[src/rtl/trig_sequencer.sv]
// Frame trigger sequencer: issues a TRIG_LEN-cycle active-low trigger, then waits for enabled syncs or timeout.
// Latency: request at edge n drives trig low for n+1..n+TRIG_LEN; requests arriving while busy are dropped and flagged.
module trig_sequencer #(
    parameter int TRIG_LEN  = 4,
    parameter int PER_BITS  = 32,
    parameter int TOUT_BITS = 24
) (
    input  logic                 clk,
    input  logic                 rst,
    input  logic                 mode,
    input  logic [PER_BITS-1:0]  period,
    input  logic [TOUT_BITS-1:0] tout,
    input  logic [2:0]           enchn,
    input  logic                 ext_trig,
    input  logic [2:0]           sync,
    output logic                 trig,
    output logic                 busy,
    output logic                 frame_done,
    output logic [2:0]           missed,
    output logic [15:0]          frame_cnt,
    output logic                 overrun
);

    localparam int LEN_BITS = (TRIG_LEN > 1) ? $clog2(TRIG_LEN) : 1;
    localparam logic [LEN_BITS-1:0] LEN_LAST = LEN_BITS'(TRIG_LEN - 1);

    typedef enum logic [1:0] {
        ST_IDLE = 2'd0,
        ST_TRIG = 2'd1,
        ST_WAIT = 2'd2,
        ST_DONE = 2'd3
    } state_t;

    state_t               state_q, state_d;
    logic                 trig_q, trig_d;
    logic [LEN_BITS-1:0]  len_cnt_q, len_cnt_d;
    logic [TOUT_BITS-1:0] tout_cnt_q, tout_cnt_d;
    logic [PER_BITS-1:0]  per_cnt_q, per_cnt_d;
    logic [2:0]           pending_q, pending_d;
    logic [2:0]           missed_q, missed_d;
    logic [15:0]          frame_cnt_q, frame_cnt_d;
    logic                 frame_done_q, frame_done_d;
    logic                 overrun_q, overrun_d;

    logic                 timer_hit;
    logic                 req;
    logic [2:0]           pending_clr;
    logic                 tout_hit;

    always_comb begin
        state_d      = state_q;
        trig_d       = trig_q;
        len_cnt_d    = len_cnt_q;
        tout_cnt_d   = tout_cnt_q;
        per_cnt_d    = per_cnt_q;
        pending_d    = pending_q;
        missed_d     = missed_q;
        frame_cnt_d  = frame_cnt_q;
        frame_done_d = 1'b0;
        overrun_d    = 1'b0;
        timer_hit    = 1'b0;

        // >= rather than == so a period shrunk below the running count still wraps promptly
        if (mode && (period != '0)) begin
            if (per_cnt_q >= period - PER_BITS'(1)) begin
                per_cnt_d = '0;
                timer_hit = 1'b1;
            end else begin
                per_cnt_d = per_cnt_q + PER_BITS'(1);
            end
        end else begin
            per_cnt_d = '0;
        end

        req         = mode & (timer_hit | ext_trig);
        pending_clr = pending_q & ~sync;
        tout_hit    = (tout != '0) && (tout_cnt_q == tout - TOUT_BITS'(1));

        if (req && (state_q != ST_IDLE)) begin
            overrun_d = 1'b1;
        end

        case (state_q)
            ST_IDLE: begin
                trig_d = 1'b1;
                if (req) begin
                    state_d   = ST_TRIG;
                    trig_d    = 1'b0;
                    pending_d = enchn;
                    len_cnt_d = '0;
                end
            end
            ST_TRIG: begin
                pending_d = pending_clr;
                if (len_cnt_q == LEN_LAST) begin
                    state_d    = ST_WAIT;
                    trig_d     = 1'b1;
                    tout_cnt_d = '0;
                end else begin
                    len_cnt_d = len_cnt_q + LEN_BITS'(1);
                end
            end
            ST_WAIT: begin
                // a sync landing on the timeout cycle clears its bit before missed is captured
                pending_d  = pending_clr;
                tout_cnt_d = tout_cnt_q + TOUT_BITS'(1);
                if ((pending_clr == 3'b000) || tout_hit) begin
                    state_d      = ST_DONE;
                    frame_done_d = 1'b1;
                    missed_d     = pending_clr;
                    frame_cnt_d  = frame_cnt_q + 16'd1;
                end
            end
            ST_DONE: begin
                state_d = ST_IDLE;
            end
            default: begin
                state_d = ST_IDLE;
            end
        endcase

        // free-running mode overrides everything: trigger held low, any frame in flight is dropped
        if (!mode) begin
            state_d      = ST_IDLE;
            trig_d       = 1'b0;
            frame_done_d = 1'b0;
            missed_d     = missed_q;
            frame_cnt_d  = frame_cnt_q;
        end
    end

    always_ff @(posedge clk) begin
        if (rst) begin
            state_q      <= ST_IDLE;
            trig_q       <= 1'b1;
            len_cnt_q    <= '0;
            tout_cnt_q   <= '0;
            per_cnt_q    <= '0;
            pending_q    <= 3'b000;
            missed_q     <= 3'b000;
            frame_cnt_q  <= 16'd0;
            frame_done_q <= 1'b0;
            overrun_q    <= 1'b0;
        end else begin
            state_q      <= state_d;
            trig_q       <= trig_d;
            len_cnt_q    <= len_cnt_d;
            tout_cnt_q   <= tout_cnt_d;
            per_cnt_q    <= per_cnt_d;
            pending_q    <= pending_d;
            missed_q     <= missed_d;
            frame_cnt_q  <= frame_cnt_d;
            frame_done_q <= frame_done_d;
            overrun_q    <= overrun_d;
        end
    end

    assign trig       = trig_q;
    assign busy       = (state_q != ST_IDLE);
    assign frame_done = frame_done_q;
    assign missed     = missed_q;
    assign frame_cnt  = frame_cnt_q;
    assign overrun    = overrun_q;

endmodule
[config.mk]
export PLATFORM = sky130hd
export DESIGN_NAME = trig_sequencer
export DESIGN_NICKNAME = d
export VERILOG_FILES = /design/src/rtl/trig_sequencer.sv
export SDC_FILE = /design/constraint.sdc
export NUM_CORES = 1
export LEC_CHECK = 0
export CORE_ASPECT_RATIO = 0.7
export CORE_MARGIN = 5
export CORE_UTILIZATION = 55
export CTS_CLUSTER_DIAMETER = 100
export DETAILED_ROUTE_END_ITERATION = 8
export GPL_ROUTABILITY_DRIVEN = 1
export PLACE_DENSITY = 0.85
export SYNTH_ARGS = -nofsm -noshare
export SYNTH_HDL_FRONTEND = slang
export SYNTH_SLANG_ARGS = --single-unit
[constraint.sdc]
create_clock -name clk -period 5.9 [get_ports clk]
set_input_delay 1.77 -clock clk [delete_from_list [all_inputs] [get_ports clk]]
set_output_delay 1.77 -clock clk [all_outputs]
set_load 0.05 [all_outputs]
==> results.json <==
{
  "run_status": "complete, no violations",
  "grt_max_degree": 28,
  "final.period_utilization_pct": 96.6,
  "ys_top_cells_by_area": "dfxtp_1, ha_1, xnor2_1, xor2_1, nor2_1",
  "hold_viol": 0,
  "cts.sinks": 85,
  "dp_hpwl_um": 12500,
  "async_reset_ff_share_pct": 0,
  "min_from": "missed[1]",
  "start_util_pct": 56.7,
  "ys_types": 60,
  "max_freq_mhz": 176,
  "grt_pass1_vias": 5832,
  "synth.top_cell.area_share_pct": 28.9,
  "wire_per_inst_um": 16.9,
  "r2r_cells": 9,
  "period_minus_slack_ps": 5700,
  "cts_tree": "yes",
  "overflow": 0,
  "cap_violations": 0,
  "holdBufCountCts": 0,
  "syn-num-nets": 836,
  "r2r_setup_slack_ps": 2330,
  "tightest_slew_ps": 939,
  "setup_violations": 0,
  "die_h_um": 96.6,
  "multi_input_area_um2": 4100,
  "clkLatencyLatePin_ps": 340,
  "syn_area_um2": 5900,
  "grt_usage_pct": 25.2,
  "yosys.area.top_type": "dfxtp_1",
  "grt_first_pass_wirelength_um": 27500,
  "layout.nets": 949,
  "seq_area_um2": 1700,
  "dp.cells": 963,
  "synthTopCellsByCount": "nor2_1, dfxtp_1, xnor2_1, xor2_1, nand2_1",
  "clock_skew_ps": 5.86,
  "dieArea_um2": 12900,
  "pre_cts_slack_ps": -289,
  "syn_area_per_cell_um2": 8.09,
  "relSlewSlack_pct": 37.2,
  "core.rowCount": 31,
  "clockBufferDepth": 2,
  "synth_edf_count": 0,
  "drive_above_1_share_pct": 7.56,
  "clkTransAtPathRegs_ps": 70,
  "drt_pre_antenna_iters": 7,
  "core_um2": 10400,
  "synth_most_common_cell": "nor2_1",
  "viasPerCell": 6.05,
  "syn_to_final_growth_pct": 26.5,
  "routed_wl_um": 16600,
  "critPathCaptureType": "flip-flop",
  "cp-startpoint": "period[4]",
  "setup_ws_ps": 203,
  "drtIter0Drc": 611,
  "port_buffers": 88,
  "vias": 5926,
  "min_path_cells": 2,
  "synthFlopType": "dfxtp_1",
  "numCtsBuffers": 9,
  "placed_area_um2": 7100,
  "setup-tns-final_ps": 0,
  "io_pins": 89,
  "vdd_ir_drop_max_mv": 0.133,
  "synth_seq_cells": 85,
  "postLayoutCellArea_um2": 7460,
  "critPathMaxFanout": 8,
  "die_w_um": 134,
  "drtAntennaViolNets": 0,
  "antenna_found_initial": 0,
  "critical_path_arrival_ps": 5940,
  "critical_path_class": "input port to flip-flop",
  "drv_slew": 0,
  "hold_class": "flip-flop to flip-flop",
  "p_leak_nw": 2.89,
  "gp_congestion": 0.956,
  "htreeDepth": 3,
  "antenna_cells": 0,
  "synth_cells": 729,
  "instances_no_fill": 979,
  "synth-seq-area-share_pct": 28.9,
  "start_kind": "input port",
  "cp.required_ps": 6140,
  "fillers": 768,
  "synth.yosys.warnings": 0,
  "drc_errors": 0,
  "p_total_mw": 1.38,
  "r2r-start": "tout_cnt_q[0]",
  "cts_setup_buffers": 0,
  "root_buffer": "clkbuf_16",
  "powerDensity_nw_per_um2": 185
}
-- timing repair --
action	4_1_cts	5_1_grt
gates resized for setup	1	7
cloned	0	0
endpoints found under the setup margin	2	37
-- worst max-delay path, stage by stage --
cell             delay, ps
clkdlybuf4s50_1        420
or4_1                  580
or3_1                  420
nor2_2                 130
nand2_1                100
nor4_2                 170
buf_4                  150
nand2_1                100
nor2_1                 180
xnor2_1                 90
ha_1                   300
nand4_1                120
nor2b_1                150
nand2_1                100
o221ai_2               220
nor2_1                  80
a21oi_2                210
nor2_4                  90
or3_1                  360
a31oi_1                190
-- layout by cell type, fill, tap and decap left out, types with 24 or more instances in the layout --
cell	instances
nor2_1	110
clkdlybuf4s50_1	88
dfxtp_1	85
xnor2_1	55
xor2_1	53
nand2_1	47
ha_1	41
nand3_1	32
buf_4	25
a21oi_1	24
-- flip-flops by register name, summed over array words and instances, names as in the netlist, 2 cells and up --
register    flops
per_cnt_q      32
tout_cnt_q     24
frame_cnt      16
missed          3
pending_q       3
len_cnt_q       2
state_q         2
-- cells by family (layout without fill, tap and decap cells) --
logic type / Yosys count / after routing / synth area share (%)
simple gates: 354 / 354 / 31.2
xor+xnor: 108 / 108 / 16.0
compound gates: 93 / 93 / 10.0
flops: 85 / 85 / 28.9
fa+ha+maj: 41 / 41 / 8.70
buf+inv: 31 / 149 / 2.10
mux: 17 / 17 / 3.06
-- stage by stage --
| stage | util (%) | hold slack, ps |
|---|---|---|
| after CTS | 71.4 | 465 |
| after detailed placement | 68.3 | 455 |
| after floorplan | - | 437 |
| after global placement | 68.3 | 453 |
| final | 71.7 | 462 |
| after global routing | 71.7 | 491 |
-- final timing paths --
| kind | end |
|---|---|
| worst min register to register | missed[1] |
| worst min-delay path | missed[1] |
| worst max register to register | frame_cnt[9] |
| worst max-delay path | len_cnt_q[1] |
-- metal layers --
layer / global-route usage [%] / routed length [µm]
met3: 5.65 / 1170
met4: 7.43 / 374
met2: 41.5 / 7620
met1: 33.1 / 7390
met5: 0 / 0
-- power by group --
| part | total [mW] | switching, mW | internal (mW) |
|---|---|---|---|
| logic | 0.174 | 0.0877 | 0.0865 |
| clock network | 0.627 | 0.250 | 0.377 |
| registers | 0.579 | 0.00280 | 0.577 |
-- area by class of cell --
class                           count  share of cell area, %
Timing Repair Buffer              114                   14.6
Tap cell                          132                   2.22
Inverter                           19                  0.957
Multi-Input combinational cell    613                   55.0
Clock buffer                        9                   3.02
Clock inverter                      7                   1.38
Sequential cell                    85                   22.8
No activity file was read; power rests on OpenSTA's default activity.
